==> src/rtl/qr_check_monitor.sv <==
// Synthesizable scoreboard for the valid/q/r/en request rule: a valid cycle
// passes when (q | r) & en, with saturating counters, first-fail timestamp and irq.
module qr_check_monitor #(
    parameter int CNT_W        = 16,
    parameter int TS_W         = 32,
    parameter int FAIL_THRESH  = 3,
    parameter int STOP_ON_FAIL = 0
) (
    input  logic             clk,
    input  logic             rst_n,
    input  logic             valid,
    input  logic             q,
    input  logic             r,
    input  logic             en,
    input  logic             arm,
    input  logic             disarm,
    input  logic             clear,
    output logic [CNT_W-1:0] pass_cnt,
    output logic [CNT_W-1:0] fail_cnt,
    output logic [TS_W-1:0]  cycle_cnt,
    output logic [TS_W-1:0]  first_fail_ts,
    output logic             fail_seen,
    output logic             fail_irq,
    output logic [1:0]       state
);

    localparam logic [1:0]       IDLE   = 2'd0;
    localparam logic [1:0]       RUN    = 2'd1;
    localparam logic [1:0]       HALT   = 2'd2;
    localparam logic [CNT_W-1:0] THRESH = CNT_W'(FAIL_THRESH);

    logic [CNT_W-1:0] cfail;
    logic [CNT_W-1:0] cfail_nxt;
    logic [1:0]       state_nxt;
    logic             in_run;
    logic             pass_p0;
    logic             fail_p0;

    function automatic logic [CNT_W-1:0] sat_inc_cnt(input logic [CNT_W-1:0] v);
        return (&v) ? v : v + CNT_W'(1);
    endfunction

    function automatic logic [TS_W-1:0] sat_inc_ts(input logic [TS_W-1:0] v);
        return (&v) ? v : v + TS_W'(1);
    endfunction

    // Stage p0: classify the sample; a same-cycle clear discards it
    always_comb begin
        in_run    = (state == RUN);
        pass_p0   = in_run && valid && ((q || r) && en) && !clear;
        fail_p0   = in_run && valid && !((q || r) && en) && !clear;
        cfail_nxt = sat_inc_cnt(cfail);
    end

    always_comb begin
        state_nxt = state;
        case (state)
            IDLE: if (arm && !disarm) state_nxt = RUN;
            RUN: begin
                if (disarm)
                    state_nxt = IDLE;
                else if ((STOP_ON_FAIL != 0) && fail_p0)
                    state_nxt = HALT;
            end
            HALT: begin
                if (disarm)
                    state_nxt = IDLE;
                else if (arm)
                    state_nxt = RUN;
            end
            default: state_nxt = IDLE;
        endcase
    end

    // Stage p1: registered counters, flags and state
    always_ff @(posedge clk or negedge rst_n) begin
        if (!rst_n) begin
            state         <= IDLE;
            pass_cnt      <= '0;
            fail_cnt      <= '0;
            cfail         <= '0;
            cycle_cnt     <= '0;
            first_fail_ts <= '0;
            fail_seen     <= 1'b0;
            fail_irq      <= 1'b0;
        end else begin
            state <= state_nxt;
            if (clear) begin
                pass_cnt      <= '0;
                fail_cnt      <= '0;
                cfail         <= '0;
                cycle_cnt     <= '0;
                first_fail_ts <= '0;
                fail_seen     <= 1'b0;
                fail_irq      <= 1'b0;
            end else if (in_run) begin
                cycle_cnt <= sat_inc_ts(cycle_cnt);
                if (pass_p0) begin
                    pass_cnt <= sat_inc_cnt(pass_cnt);
                    cfail    <= '0;
                end
                if (fail_p0) begin
                    fail_cnt <= sat_inc_cnt(fail_cnt);
                    cfail    <= cfail_nxt;
                    if (!fail_seen) begin
                        first_fail_ts <= cycle_cnt;
                        fail_seen     <= 1'b1;
                    end
                    if (cfail_nxt == THRESH)
                        fail_irq <= 1'b1;
                end
            end
        end
    end

endmodule

==> config.mk <==
export PLATFORM = sky130hd
export DESIGN_NAME = qr_check_monitor
export DESIGN_NICKNAME = d
export VERILOG_FILES = /design/src/rtl/qr_check_monitor.sv
export SDC_FILE = /design/constraint.sdc
export NUM_CORES = 1
export LEC_CHECK = 0
export CAP_MARGIN = 20
export CORE_MARGIN = 3
export CORE_UTILIZATION = 30
export CTS_CLUSTER_DIAMETER = 30
export DETAILED_ROUTE_END_ITERATION = 16
export GPL_ROUTABILITY_DRIVEN = 0
export PLACE_DENSITY = 0.61
export SYNTH_ARGS = -nofsm -noshare
export SYNTH_HDL_FRONTEND = slang
export SYNTH_SLANG_ARGS = --single-unit
==> constraint.sdc <==
create_clock -name clk -period 2.4 [get_ports clk]
set_clock_uncertainty 0.15 [all_clocks]
set_input_delay 0.36 -clock clk [delete_from_list [all_inputs] [get_ports clk]]
set_output_delay 0.36 -clock clk [all_outputs]
set_load 0.01 [all_outputs]
* Word level (Yosys, flattened, before mapping)
Index checks and enable logic that the tools add are counted.
Operators by class: bitwise logic cells 0, magnitude comparators 0, equality and inequality tests 10, multiply operators 0, multiplexer cells 32, divide/modulo/power cells 0, reduce and logical (&&, ||, !) cells 29, shift-type cells 0, $add $sub $neg 4
Operators with widths (number):
- $mux 32 | 7
- $mux 16 | 13
- $add 16x1->16 const B | 3
- $reduce_and 16->1 | 3
- $add 32x1->32 const B | 1
- $reduce_and 32->1 | 1
- $eq 16x2->1 const B | 1
- $reduce_and 3->1 | 5
- $ne 2x2->1 const B | 6
- $mux 2 | 4
- $reduce_bool 2->1 | 4
- $logic_and 1x1->1 | 7
- $mux 1 | 7
- $pmux 2 s3 | 1
- $reduce_and 2->1 | 3
- $logic_not 1->1 | 3
- $ne 3x3->1 const B | 1
- $reduce_bool 3->1 | 1
- $eq 2x1->1 const B | 1
- $eq 2x2->1 const B | 1
- $logic_not 2->1 | 1
- $logic_or 1x1->1 | 1
Word-level totals: register bits after elaboration 116, RAM bits 0, word-level logic and storage cells 83, output and inout bits 100, memories 0, latch bits 0, input port bits 9, memory bits (read-only) 0

* Longest topological paths before layout
Gate-level depths: netlist of the first run.
word-level depth 8, gate-level depth with buffers 8

* Least setup slack after synthesis of the first run
Ideal clock, no wire load.
path kind reg2reg, start register cfail[0], end register fail_irq, stages on the path, launching flop included 8, period minus slack after synthesis 2.071 ns, buffers on the path 0, data arrival time 1.839 ns, slack 0.329 ns, cell sequence dfrtp_1 ha_1 nand3_2 nor3_2 o2111ai_1 a2111oi_0 nand4_1 o22ai_1
On the way: word-level cells in the longest chain between the ends 5, elaborated cells between the ends (all ways) 6
Ends and longest elaborated chain:
- start: declaration | RTL line 32 | logic [CNT_W-1:0] cfail;
- start signal: assignment | RTL line 104 | cfail <= cfail_nxt;
- $add 16x1->16 / $reduce_and 16->1 (equally long branches) | RTL line 40 | return (&v) ? v : v + CNT_W'(1);
- $mux 16 * | RTL line 40
- $eq 16x2->1 * | RTL line 109 | if (cfail_nxt == THRESH)
- $reduce_bool 2->1 (no source line) *
- $reduce_and 3->1 (no source line) *
- end signal: assignment | RTL line 85 | fail_irq <= 1'b0;
- end signal: assignment | RTL line 95 | fail_irq <= 1'b0;
- end signal: assignment | RTL line 110 | fail_irq <= 1'b1;
- end: declaration | RTL line 23 | output logic fail_irq,
Mark *: on every way between the ends. The rest lies on a longest branch, timed or not. A chain may end at the register's enable or synchronous reset.

* Worst setup path in the final report of the first run
start register cfail[1], end register fail_irq
Same word-level chain as after synthesis.

==> flow_metrics.tcl, run 1 <==
set metrics [dict create \
    syn_to_final_growth_pct 38.6 \
    avgRoutedWirePerCell_um 15.2 \
    rsz0062_at_grt "no" \
    power.share.clock_pct 53.9 \
    yosysMostFrequentCell "dfrtp_1" \
    via_per_inst 4.96 \
    synth_nets 672 \
    max_freq_mhz 457 \
    synth_xor_xnor_area_share_pct 7.14 \
    grtUsageTotal_pct 15.6 \
    wl_met1_um 7880 \
    synth_top_area_cell "dfrtp_1" \
    worstSetupEndpointType "flop" \
    drc 0 \
    start_kind "flop" \
    wl_um 16300 \
    p_int_mw 3.67 \
    rows 50 \
    fin_tns_setup_ns 0 \
    worst_ep_required_time_ns 2.58 \
    seqPwrFrac_pct 41.6 \
    crit_family "simple AND/OR/NAND/NOR gates" \
    cts.sinks 115 \
    drtIter0Drc 334 \
    initial_core_util_pct 31.0 \
    finalMaxSlewViolations 0 \
    clk_latency_ns 0.41 \
    fin_crit_sh_pct 91.3 \
    core_um2 19000 \
    ys_ff_latch 115 \
    hpwl_um 11400 \
    wl_met2_um 7190 \
    ir_worst_vdd_v 0.000468 \
    power_frac_comb_pct 4.5 \
    post-place-cells 1044 \
    clk_path_buf_depth 2 \
    dieArea_um2 21300 \
    total_power_mw 4.71 \
    antenna_cells 0 \
    dr_wl_met3_um 915 \
    syn_inst 659 \
    drive_gt1_share_pct 11.6 \
    gr-total-overflow 0 \
    final_cell_area_um2 8160 \
    ys.flop_type "dfrtp_1" \
    ios 109 \
    synthArstFlopShare_pct 100 \
    synthMuxAreaShare_pct 1.06 \
    grt_pass1_vias 5211 \
    fin_util_pct 42.9 \
    worstPathArrival_ns 2.37 \
    setup_ws_ns 0.210 \
    holdWs_ns 0.0345 \
    synth.distinct_cells 56 \
    grt_first_pass_wirelength_um 27400 \
    synth_common_cells "dfrtp_1, nand2_1, nor2_1" \
    synth_edf_count 0 \
    synth_top_cell_area_share_pct 48.9 \
    synth-simple-area-share_pct 26.8 \
    dpl_cell_area_um2 7560 \
    synth_top_family_by_area "simple AND/OR/NAND/NOR gates" \
    max_slew_margin_pct 63.7 \
    cts_root_buffer "clkbuf_16" \
    fillerInstances 1929 \
    cp_cell_sequence "ha_1 -> nand3_2 -> nor3_2 -> or4_1 -> a2111oi_1 -> nand4_1 -> o22ai_1" \
    synth_compound_area_share_pct 12.2 \
    hold_path.class "in2reg" \
    switchingPower_mw 1.04 \
    slowest_delay_ns 0.41 \
    final_cells 1076 \
    crit_type "reg2reg" \
    drtPass1Iterations 5 \
    nets 817 \
    setup_viol 0 \
    power_leakage_nw 3.35 \
    dr.max_layer_used "met4" \
    synth_area_um2 5890 \
    crit_path_max_fanout 5 \
    place_ws_ns -0.0520 \
    synth_area_per_cell_um2 8.93 \
    die_y_um 146 \
    cpMaxStageDelayCell "dfrtp_1" \
    cts_max_level 4 \
    critPathBufInv 0 \
    grt_max_degree 53 \
    antenna_left 0 \
    status "finished clean" \
    synth_area_leaders "dfrtp_1, nand2_1, a21oi_1" \
    antenna_found_initial 0 \
    maxCapViolations 0 \
    die_w_um 146 \
    numPortBuffers 107 \
    powerDensity_nw_per_um2 577 \
    cts_post_setup_buffers_inserted 0 \
    post-route-min-period_ns 2.19 \
    synthAdderAreaFrac_pct 0.850 \
    clkTransAtPathRegs_ns 0.05 \
    cts_tree "built" \
    worstMarginPinSlew_ns 0.542 \
    final_hold_viol_count 0 \
    ys_warn_count 0 \
    seq_area_frac_synth_pct 48.9 \
    numCtsBuffers 17 \
    via_count 5340 \
    switching_share_pct 22.0 \
]
[what timing repair did]
item                       CTS  global route
gates resized for setup      0             1
hold buffers                 1             0
hold endpoints to repair    16             0
setup endpoints to repair    0             1
[cells in the final DEF, fill, tap and decap left out, types with 4 or more instances in the layout]
| cell type | netlist | final |
|---|---|---|
| a21oi_1 | 62 | 62 |
| a31oi_1 | 5 | 5 |
| and2_1 | 4 | 4 |
| and3_1 | 18 | 18 |
| and4_1 | 12 | 12 |
| buf_4 | 3 | 51 |
| clkbuf_1 | 23 | 4 |
| clkbuf_16 | 0 | 17 |
| clkdlybuf4s50_1 | 0 | 105 |
| dfrtp_1 | 115 | 115 |
| ha_1 | 4 | 4 |
| inv_1 | 8 | 8 |
| mux2i_1 | 4 | 4 |
| nand2_1 | 104 | 104 |
| nand3_1 | 22 | 22 |
| nand4_1 | 35 | 35 |
| nor2_1 | 77 | 76 |
| nor3_1 | 10 | 10 |
| nor4_1 | 4 | 4 |
| o21ai_0 | 32 | 32 |
| o22ai_1 | 4 | 4 |
| or3_1 | 15 | 15 |
| xnor2_1 | 18 | 18 |
| xor2_1 | 30 | 30 |
[per-layer routing]
metal	track usage, %	up-vias
li1	-	2609
met1	21.8	2570
met2	23.4	138
met3	4.38	23
met4	5.32	0
met5	0	-
[sequential cells by signal, indices dropped and copies added (netlist names)]
register       cells
pass_cnt          16
fail_irq           1
first_fail_ts     32
fail_seen          1
cycle_cnt         32
state              1
fail_cnt          16
cfail             16
[logic make-up after synthesis]
kind of cell    count (synthesis)
other cells                     1
mux                             6
flops                         115
buf+inv                        42
xor+xnor                       48
fa+ha+maj                       4
compound gates                125
simple gates                  318
[worst paths after layout]
path / from / to / slack, ns / depth (start not counted)
setup / recovery: cfail[1] / fail_irq / 0.21 / 7
hold / removal: clear / first_fail_ts[28] / 0.03 / 2
setup reg to reg: cfail[1] / fail_irq / 0.21 / 7
hold reg to reg: first_fail_ts[31] / first_fail_ts[31] / 0.37 / 2
max in group asynchronous: rst_n / first_fail_ts[27] / 1.30 / 3
min in group asynchronous: rst_n / pass_cnt[14] / 0.21 / 2
[area by class of cell]
type                       count  area [um2]  area share (%)
clock buffer                  22         454            5.57
clock inverter                 9         131            1.61
timing repair buffer         160        1500            18.4
multi-input combinational    502        2840            34.8
tap                          260         325            3.99
inverter                       8        30.0           0.368
sequential                   115        2880            35.3
[power groups by stage]
stage	Combinational, mW	Clock (mW)	Sequential (mW)
4_1_cts	0.220	2.60	1.96
5_1_grt	0.240	2.69	1.96
6_report	0.214	2.54	1.96
3_3_place_gp	0.217	0	1.99
2_1_floorplan	0.0817	0	2.00
3_5_place_dp	0.218	0	1.99
(Power assumes the default switching activity.)
==> run 2: changes to the inputs <==
--- a/config.mk
+++ b/config.mk
@@ -6,9 +6,10 @@
 export NUM_CORES = 1
 export LEC_CHECK = 0
 export CAP_MARGIN = 20
+export CORE_ASPECT_RATIO = 1.25
 export CORE_MARGIN = 3
 export CORE_UTILIZATION = 30
-export CTS_CLUSTER_DIAMETER = 30
+export CTS_CLUSTER_DIAMETER = 100
 export DETAILED_ROUTE_END_ITERATION = 16
 export GPL_ROUTABILITY_DRIVEN = 0
 export PLACE_DENSITY = 0.61
==> run 2 against run 1 <==
Effect of this change: sequential cell count is the same; sequential share of layout area shrank 0.14 points; hold slack gained 0.21 ns; global-route usage grew 0.21 points; count of clock-buffer cells in the layout shrank 3; final cell count grew 0.74%; non-clock buffer count grew 6; first-iteration DRC count shrank 27%; maximum frequency shrank 2.9%; combinational power is essentially flat; routed wire length grew 1.8%; largest power group unchanged.
==> flow_metrics.tcl, run 2 (synthesis results as in run 1) <==
set metrics [dict create \
    post-route-min-period_ns 2.26 \
    holdWs_ns 0.241 \
    rr_startpoint "cycle_cnt[0]" \
    worstMarginPinSlew_ns 0.541 \
    post-place-cells 1051 \
    final_cells 1084 \
    gr-total-overflow 0 \
    fin_tns_setup_ns 0 \
    nets 823 \
    drive_gt1_share_pct 12.6 \
    antenna_found_initial 0 \
    clkTransAtPathRegs_ns 0.06 \
    worstPathArrival_ns 2.44 \
    setup_ws_ns 0.143 \
    ir_worst_vdd_v 0.000494 \
    place_ws_ns 0.0343 \
    whs_path_depth 3 \
    grt_max_degree 49 \
    clk_latency_ns 0.41 \
    mostFrequentLayoutCells "dfrtp_1, clkdlybuf4s50_1, nand2_1" \
    dpl_cell_area_um2 7610 \
    reg2reg_slack_ns 0.14 \
    syn_to_final_growth_pct 39.1 \
    max_freq_mhz 443 \
    crit_path_max_fanout 5 \
    worstSetupEndpointType "flop" \
    crit_start "cycle_cnt[0]" \
    grt_pass1_vias 5322 \
    maxCapViolations 0 \
    hpwl_um 11900 \
    total_power_mw 4.62 \
    cts_root_buffer "clkbuf_16" \
    cts_tree "built" \
    rows 56 \
    fillerInstances 1915 \
    die_w_um 131 \
    holdCritStartpoint "clear" \
    finalMaxSlewViolations 0 \
    clk_path_buf_depth 2 \
    fin_util_pct 43.1 \
    via_per_inst 4.92 \
    via_count 5328 \
    numPortBuffers 107 \
    whs_endpoint "cycle_cnt[11]" \
    antenna_left 0 \
    crit_type "reg2reg" \
    powerDensity_nw_per_um2 564 \
    antenna_cells 0 \
    ff2ff_path_depth 8 \
    wl_um 16600 \
    drtIter0Drc 245 \
    final_cell_area_um2 8190 \
    dieArea_um2 21400 \
    grtUsageTotal_pct 15.8 \
    die_y_um 163 \
    grt_first_pass_wirelength_um 27400 \
    rsz0062_at_grt "no" \
    worst_ep_required_time_ns 2.59 \
    power_leakage_nw 3.39 \
    final_hold_viol_count 0 \
    fin_crit_sh_pct 94.0 \
    drc 0 \
    setup_viol 0 \
    drtPass1Iterations 7 \
    max_slew_margin_pct 63.9 \
    avgRoutedWirePerCell_um 15.3 \
    mostFrequentLayoutCell "dfrtp_1" \
    status "finished clean" \
    hold_path.class "in2reg" \
    numCtsBuffers 17 \
    start_kind "flop" \
    core_um2 19000 \
    cts_max_level 4 \
    initial_core_util_pct 31.0 \
    timing.rr.end "cycle_cnt[19]" \
    top_regs "cycle_cnt x32, first_fail_ts x32" \
    cts.sinks 115 \
    ios 109 \
]
-- run 2: area by class of cell --
cell class                      instances  area [um2]  area share, %
Timing Repair Buffer                  166        1550           18.9
Multi-Input combinational cell        502        2840           34.7
Inverter                                8        30.0          0.367
Clock buffer                           19         433           5.28
Clock inverter                         13         134           1.63
Sequential cell                       115        2880           35.1
Tap cell                              261         327           3.99
-- run 2: worst max path at each step --
stage / endpoint / slack [ns]
4_1_cts: cycle_cnt[19] / 0.14
6_report: cycle_cnt[19] / 0.14
3_3_place_gp: cfail[0] / 0.05
5_1_grt: cycle_cnt[19] / 0.004
2_1_floorplan: fail_irq / 0.33
3_5_place_dp: fail_irq / 0.03
-- run 2: metal layers --
layer  global-route usage, %  share of wire, %
met5                       0                 0
met4                    4.87               1.3
met3                    4.76               5.6
met2                    27.0                49
met1                    19.4                44
-- run 2: where the power goes --
group | switching, mW | internal (mW) | total (mW)
combinational | 0.140 | 0.0751 | 0.215
clock | 0.925 | 1.52 | 2.45
sequential | 0.00923 | 1.95 | 1.96
-- run 2: repair_timing --
item | CTS | global route
setup endpoints to repair | 0 | 1
endpoints found under the hold margin | 28 | 0
hold buffers | 1 | 0
setup buffers | 0 | 0
resized for setup | 0 | 1
-- run 2: critical path, cell delays in order (launching register included) --
cell and delay, ns:
dfrtp_1 0.38, ha_1 0.22, and3_1 0.21, nand4_1 0.13, nor4_1 0.07, buf_4 0.16, or3_1 0.38, or3_1 0.33
a21oi_1 0.15
